<file path="config.mk">
export PLATFORM = sky130hd
export DESIGN_NAME = spi_slave
export DESIGN_NICKNAME = d
export VERILOG_FILES = /design/src/rtl/spi_slave.sv
export SDC_FILE = /design/constraint.sdc
export NUM_CORES = 1
export LEC_CHECK = 0
export CORE_ASPECT_RATIO = 1.25
export CORE_UTILIZATION = 50
export DETAILED_ROUTE_END_ITERATION = 12
export GPL_ROUTABILITY_DRIVEN = 0
export GPL_TIMING_DRIVEN = 0
export PLACE_DENSITY = 0.73
export SLEW_MARGIN = 20
export SYNTH_ARGS = -nofsm -noshare
export SYNTH_HDL_FRONTEND = slang
export SYNTH_SLANG_ARGS = --single-unit
</file>
<file path="constraint.sdc">
create_clock -name sclk -period 2.2 [get_ports sclk]
set_input_delay 0.22 -clock sclk [delete_from_list [all_inputs] [get_ports sclk]]
set_output_delay 0.22 -clock sclk [all_outputs]
set_load 0.01 [all_outputs]
</file>
<file path="src/rtl/spi_slave.sv">
// Mode-0 SPI target: decodes cmd/addr/data frames into single-cycle register-bank strobes.
// Everything runs on sclk; spi_clk, cs_n and mosi are oversampled, so sclk must be >= 16x spi_clk.
module spi_slave #(
  parameter int                   CMD_WIDTH  = 8,
  parameter int                   ADDR_WIDTH = 8,
  parameter int                   DATA_WIDTH = 8,
  parameter logic [CMD_WIDTH-1:0] CMD_WRITE  = CMD_WIDTH'(8'h01),
  parameter logic [CMD_WIDTH-1:0] CMD_READ   = CMD_WIDTH'(8'h02)
) (
  input  logic                  sclk,
  input  logic                  rst_n,
  input  logic                  spi_clk,
  input  logic                  cs_n,
  input  logic                  mosi,
  output logic                  miso,
  output logic                  miso_oe,
  output logic [ADDR_WIDTH-1:0] reg_addr,
  output logic [DATA_WIDTH-1:0] reg_wdata,
  output logic                  reg_wr_en,
  output logic                  reg_rd_en,
  input  logic [DATA_WIDTH-1:0] reg_rdata,
  output logic                  busy,
  output logic                  frame_err
);

  localparam int MAXW_CA = (CMD_WIDTH > ADDR_WIDTH) ? CMD_WIDTH : ADDR_WIDTH;
  localparam int MAXW    = (MAXW_CA > DATA_WIDTH) ? MAXW_CA : DATA_WIDTH;
  localparam int CNT_W   = (MAXW > 1) ? $clog2(MAXW) : 1;

  localparam logic [3:0] S_IDLE  = 4'd0;
  localparam logic [3:0] S_CMD   = 4'd1;
  localparam logic [3:0] S_ADDR  = 4'd2;
  localparam logic [3:0] S_WRITE = 4'd3;
  localparam logic [3:0] S_WLOAD = 4'd4;
  localparam logic [3:0] S_WSTB  = 4'd5;
  localparam logic [3:0] S_RDREQ = 4'd6;
  localparam logic [3:0] S_RDCAP = 4'd7;
  localparam logic [3:0] S_READ  = 4'd8;
  localparam logic [3:0] S_DONE  = 4'd9;

  // Reset asserts asynchronously but releases on a clean sclk edge.
  logic [1:0] rst_sync_q;
  logic       rst_int_n;

  always_ff @(posedge sclk or negedge rst_n) begin
    if (!rst_n) begin
      rst_sync_q <= 2'b00;
    end else begin
      rst_sync_q <= {rst_sync_q[0], 1'b1};
    end
  end

  assign rst_int_n = rst_sync_q[1];

  logic [2:0] sck_sync_q;
  logic [2:0] cs_sync_q;
  logic [1:0] mosi_sync_q;

  always_ff @(posedge sclk or negedge rst_int_n) begin
    if (!rst_int_n) begin
      sck_sync_q  <= 3'b000;
      cs_sync_q   <= 3'b111;
      mosi_sync_q <= 2'b00;
    end else begin
      sck_sync_q  <= {sck_sync_q[1:0], spi_clk};
      cs_sync_q   <= {cs_sync_q[1:0], cs_n};
      mosi_sync_q <= {mosi_sync_q[0], mosi};
    end
  end

  logic sck_rise;
  logic sck_fall;
  logic cs_rise;
  logic cs_fall;
  logic cs_s;
  logic mosi_s;

  assign sck_rise = sck_sync_q[1] & ~sck_sync_q[2];
  assign sck_fall = ~sck_sync_q[1] & sck_sync_q[2];
  assign cs_rise  = cs_sync_q[1] & ~cs_sync_q[2];
  assign cs_fall  = ~cs_sync_q[1] & cs_sync_q[2];
  assign cs_s     = cs_sync_q[1];
  assign mosi_s   = mosi_sync_q[1];

  logic [3:0]            state_q, state_d;
  logic [CNT_W-1:0]      cnt_q, cnt_d;
  logic [MAXW-1:0]       sr_q, sr_d;
  logic [CMD_WIDTH-1:0]  cmd_q, cmd_d;
  logic [DATA_WIDTH-1:0] tx_q, tx_d;
  logic [ADDR_WIDTH-1:0] addr_q, addr_d;
  logic [DATA_WIDTH-1:0] wdata_q, wdata_d;
  logic                  wr_en_q, wr_en_d;
  logic                  rd_en_q, rd_en_d;
  logic                  ferr_q, ferr_d;

  logic [MAXW-1:0]       sr_shift;
  logic                  cmd_last;
  logic                  addr_last;
  logic                  data_last;

  assign sr_shift  = {sr_q[MAXW-2:0], mosi_s};
  assign cmd_last  = (cnt_q == CNT_W'(CMD_WIDTH - 1));
  assign addr_last = (cnt_q == CNT_W'(ADDR_WIDTH - 1));
  assign data_last = (cnt_q == CNT_W'(DATA_WIDTH - 1));

  always_comb begin
    state_d = state_q;
    cnt_d   = cnt_q;
    sr_d    = sr_q;
    cmd_d   = cmd_q;
    tx_d    = tx_q;
    addr_d  = addr_q;
    wdata_d = wdata_q;
    wr_en_d = 1'b0;
    rd_en_d = 1'b0;
    ferr_d  = 1'b0;

    // cs_n release takes priority over any spi_clk edge seen in the same cycle.
    if (cs_rise && (state_q != S_IDLE)) begin
      state_d = S_IDLE;
      cnt_d   = '0;
      sr_d    = '0;
      tx_d    = '0;
      case (state_q)
        S_WLOAD: begin
          wdata_d = sr_q[DATA_WIDTH-1:0];
          wr_en_d = 1'b1;
        end
        S_WSTB:  wr_en_d = 1'b1;
        S_DONE:  ferr_d  = 1'b0;
        default: ferr_d  = 1'b1;
      endcase
    end else begin
      case (state_q)
        S_IDLE: begin
          if (cs_fall) begin
            state_d = S_CMD;
            cnt_d   = '0;
            sr_d    = '0;
          end
        end
        S_CMD: begin
          if (sck_rise) begin
            sr_d  = sr_shift;
            cnt_d = cnt_q + 1'b1;
            if (cmd_last) begin
              cnt_d = '0;
              sr_d  = '0;
              cmd_d = sr_shift[CMD_WIDTH-1:0];
              if ((sr_shift[CMD_WIDTH-1:0] == CMD_WRITE) ||
                  (sr_shift[CMD_WIDTH-1:0] == CMD_READ)) begin
                state_d = S_ADDR;
              end else begin
                ferr_d  = 1'b1;
                state_d = S_DONE;
              end
            end
          end
        end
        S_ADDR: begin
          if (sck_rise) begin
            sr_d  = sr_shift;
            cnt_d = cnt_q + 1'b1;
            if (addr_last) begin
              cnt_d  = '0;
              sr_d   = '0;
              addr_d = sr_shift[ADDR_WIDTH-1:0];
              if (cmd_q == CMD_READ) begin
                rd_en_d = 1'b1;
                state_d = S_RDREQ;
              end else begin
                state_d = S_WRITE;
              end
            end
          end
        end
        S_WRITE: begin
          if (sck_rise) begin
            sr_d  = sr_shift;
            cnt_d = cnt_q + 1'b1;
            if (data_last) begin
              cnt_d   = '0;
              state_d = S_WLOAD;
            end
          end
        end
        S_WLOAD: begin
          wdata_d = sr_q[DATA_WIDTH-1:0];
          state_d = S_WSTB;
        end
        S_WSTB: begin
          wr_en_d = 1'b1;
          sr_d    = '0;
          state_d = S_DONE;
        end
        S_RDREQ: state_d = S_RDCAP;
        S_RDCAP: begin
          tx_d    = reg_rdata;
          state_d = S_READ;
        end
        S_READ: begin
          // The fall right after the last address bit presents the MSB; shifting starts after the first data rise.
          if (sck_rise) begin
            cnt_d = cnt_q + 1'b1;
            if (data_last) begin
              cnt_d   = '0;
              tx_d    = '0;
              state_d = S_DONE;
            end
          end else if (sck_fall && (cnt_q != '0)) begin
            tx_d = tx_q << 1;
          end
        end
        S_DONE: begin
          if (cs_s) begin
            state_d = S_IDLE;
            cnt_d   = '0;
            sr_d    = '0;
            tx_d    = '0;
          end
        end
        default: begin
          state_d = S_IDLE;
          cnt_d   = '0;
          sr_d    = '0;
          tx_d    = '0;
        end
      endcase
    end
  end

  always_ff @(posedge sclk or negedge rst_int_n) begin
    if (!rst_int_n) begin
      state_q <= S_IDLE;
      cnt_q   <= '0;
      sr_q    <= '0;
      cmd_q   <= '0;
      tx_q    <= '0;
      addr_q  <= '0;
      wdata_q <= '0;
      wr_en_q <= 1'b0;
      rd_en_q <= 1'b0;
      ferr_q  <= 1'b0;
    end else begin
      state_q <= state_d;
      cnt_q   <= cnt_d;
      sr_q    <= sr_d;
      cmd_q   <= cmd_d;
      tx_q    <= tx_d;
      addr_q  <= addr_d;
      wdata_q <= wdata_d;
      wr_en_q <= wr_en_d;
      rd_en_q <= rd_en_d;
      ferr_q  <= ferr_d;
    end
  end

  assign miso      = (state_q == S_READ) & tx_q[DATA_WIDTH-1];
  assign miso_oe   = (state_q == S_READ);
  assign reg_addr  = addr_q;
  assign reg_wdata = wdata_q;
  assign reg_wr_en = wr_en_q;
  assign reg_rd_en = rd_en_q;
  assign busy      = (state_q != S_IDLE);
  assign frame_err = ferr_q;

endmodule

</file>
==> flow_summary_export.csv <==
group,metric,value,unit
run_status,status,"complete, no violations",
setup_path,crit_chain,"buf_6 > nor4b_4 > and2_1 > clkdlybuf4s50_1",
floorplan,rows,29,
route,vias,2027,
synthesis,yosysTopAreaCell,"dfrtp_1",
sta,finalSetupViolCount,0,
route,drc,0,
place,io_buffers,34,
clock_tree,clk_latency,340,ps
synthesis,synth_top_area_share,51.5,%
synthesis,seq_area_frac_synth,54.3,%
setup_path,cp_slowest_stage_delay,520,ps
clock_tree,cts_max_level,3,
grt,track_usage,22.3,%
place,dp.final_hpwl,3840,µm
synthesis,synth_common_cells,"dfrtp_1 (57), nand2_1 (27), mux2_2 (24), o21ai_0 (17), nor2_1 (16)",
floorplan,coreArea,5190,µm²
finish,fin_area,3410,µm²
setup_path,arrival,1860,ps
synthesis,netlist_area,2770,µm²
route,wl_per_cell,16.0,µm
synthesis,synth_cell_types,50,
grt,grt_overflow_total,0,
power_and_ir_drop,total_power,3.54,mW
floorplan,chipHeight,85.2,µm
clock_tree,cts_tree,"built",
route,vias_per_cell,5.66,
finish,utilization,65.8,%
floorplan,die_area,5850,µm²
sta,max_freq,481,MHz
synthesis,postSynthCellCount,243,
clock_tree,path_clk_slew,70,ps
route,drtIter0Drc,178,
floorplan,ios,35,
grt,grt_pass1_wl,9390,µm
floorplan,die_w,68.6,µm
sta,slew_headroom,50.6,%
synthesis,syn_nets,259,
worst_hold_path,hold_class,"input port to asynchronous set/reset pin",
sta,layout_setup_ws,122,ps
power_and_ir_drop,leakage,1.53,nW
setup_path,cp_slowest_cell,"clkdlybuf4s50_1",
floorplan,start_util,53.4,%
clock_tree,clkSinkCount,60,
synthesis,synth-edff-count,0,
synthesis,ys_warn_count,0,
synthesis,async_flop_share,100,%
setup_path,crit_path_start_kind,"register",
finish,drive_gt1_share,21.6,%
sta,worstMarginPinSlew,737,ps
route,antenna_left,0,
finish,nNetsFinal,307,
grt,grt_pass1_vias,1986,
grt,grt_max_degree,59,
finish,syn_to_final_growth,23.1,%
setup_path,crit_required,1980,ps
setup_path,path_class,"register to output pin",
sta,drv_slew,0,
place,place_area,3190,µm²
clock_tree,clock-root-buffer,"clkbuf_8",
place,place_ws,62.3,ps
synthesis,dominantRegCellSynth,"dfrtp_1",
clock_tree,hold_buffers,0,
sta,min_period_over_period,94.5,%
finish,nFillCells,409,
route,finalWirelength,5730,µm
route,drt_pre_antenna_iters,4,
sta,worst_hold_slack,44.8,ps
finish,seq_area,1510,µm²
run,cap_viol_max_count,0,
sta,finClkSkew,7.47,ps
synthesis,synthTopCellsByArea,"dfrtp_1 (51%), mux2_2 (9.8%), mux2i_1 (4.0%)",
grt,antenna_found_initial,0,
synthesis,avgSynthCellArea,11.4,µm²
clock_tree,cts_buffers,9,
finish,n_antenna_cell,0,
sta,layout_min_cycle_time,2080,ps
setup_path,endpoint_kind,"output pin",
clock_tree,clk_path_buf_depth,2,
setup_path,cp_max_fo,9,
finish,multi_input_area,1160,µm²
power_and_ir_drop,cellPowerDensity,1040,nW/µm²
synthesis,ys_ff_latch,60,
synthesis,yosysMostFrequentCell,"dfrtp_1",
power_and_ir_drop,peakVddDrop,0.635,mV
sta,hold_violations,0,
sta,grt_setup_unrepaired,"no",
per-layer routing:
metal	routed length (µm)	global-route usage [%]	part of all wire, %	up-vias
met5	0	0	0	-
met4	85	9.66	1.5	0
met3	307	7.26	5.4	13
met2	2850	34.1	50	66
met1	2490	28.4	43	1001
li1	-	-	-	947
power by group:
| part | switching (mW) | internal [mW] | leakage (nW) |
|---|---|---|---|
| Sequential | 0.119 | 1.21 | 0.804 |
| Clock | 0.421 | 0.553 | 0.100 |
| Combinational | 0.719 | 0.520 | 0.624 |
placed cells by master, fill, tap and decap left out, types with 4 or more instances in the layout:
cell             netlist  layout
mux2i_1               11      11
nor3_1                 4       4
dfrtp_1               57      56
nand2_1               27      27
inv_1                 14      14
mux2_2                24      24
a21oi_1                6       6
clkbuf_8               0      10
a22oi_1                7       7
nor2_1                16      16
clkbuf_1               3       5
o21ai_0               17      17
clkdlybuf4s50_1        0      34
layout make-up:
class                      count  area share, %
timing repair buffer          37           10.6
clock inverter                 4           1.43
sequential                    60           44.2
multi-input combinational    158           33.9
tap                           62           2.27
inverter                      16           1.76
buffer                         9           1.54
clock buffer                  12           4.25
path summary, 6_finish.rpt:
check                              start            end  slack (ps)  cells past startpoint
hold / removal                     rst_n  rst_sync_q[1]          40                      1
setup reg to reg              state_q[0]        tx_q[1]         180                      5
hold reg to reg            sck_sync_q[0]  sck_sync_q[1]         350                      0
max in group asynchronous  rst_sync_q[1]        tx_q[0]        1320                      0
min in group sclk                   cs_n   cs_sync_q[0]         300                      1
setup / recovery              state_q[1]           miso         120                      4
stage by stage:
step,std cells,TNS (ps)
6_report,358,0
5_1_grt,358,0
4_1_cts,355,0
3_5_place_dp,339,0
3_3_place_gp,339,-11520
2_1_floorplan,243,0
kinds of logic after synthesis:
logic type | share of synthesized area [%]
compound gates | 11.1
xor+xnor | 0.632
fa+ha+maj | 1.72
buf+inv | 4.06
flops | 54.3
mux | 13.7
other cells | 0.135
simple gates | 14.3
registers in the layout (all words and copies together) (netlist names):
signal       flops
reg_rd_en        1
sr_q             8
mosi_sync_q      2
tx_q             8
state_q          4
cmd_q            8
reg_wdata        8
reg_addr         8
sck_sync_q       3
rst_sync_q       2
reg_wr_en        1
cs_sync_q        3
frame_err        1
cnt_q            3
repair_timing:
action / 4_1_cts / 5_1_grt
gates resized for setup: 0 / 1
setup buffers: 0 / 3
setup endpoints to repair: 0 / 16
endpoints found under the hold margin: 0 / 0
critical path: cells and delay by family (launching register included):
kind | cells | cell delay, ps
buf+inv | 2 | 660
simple gates | 2 | 490
flops | 1 | 370
Note: power is estimated with default switching activity, not from simulation.
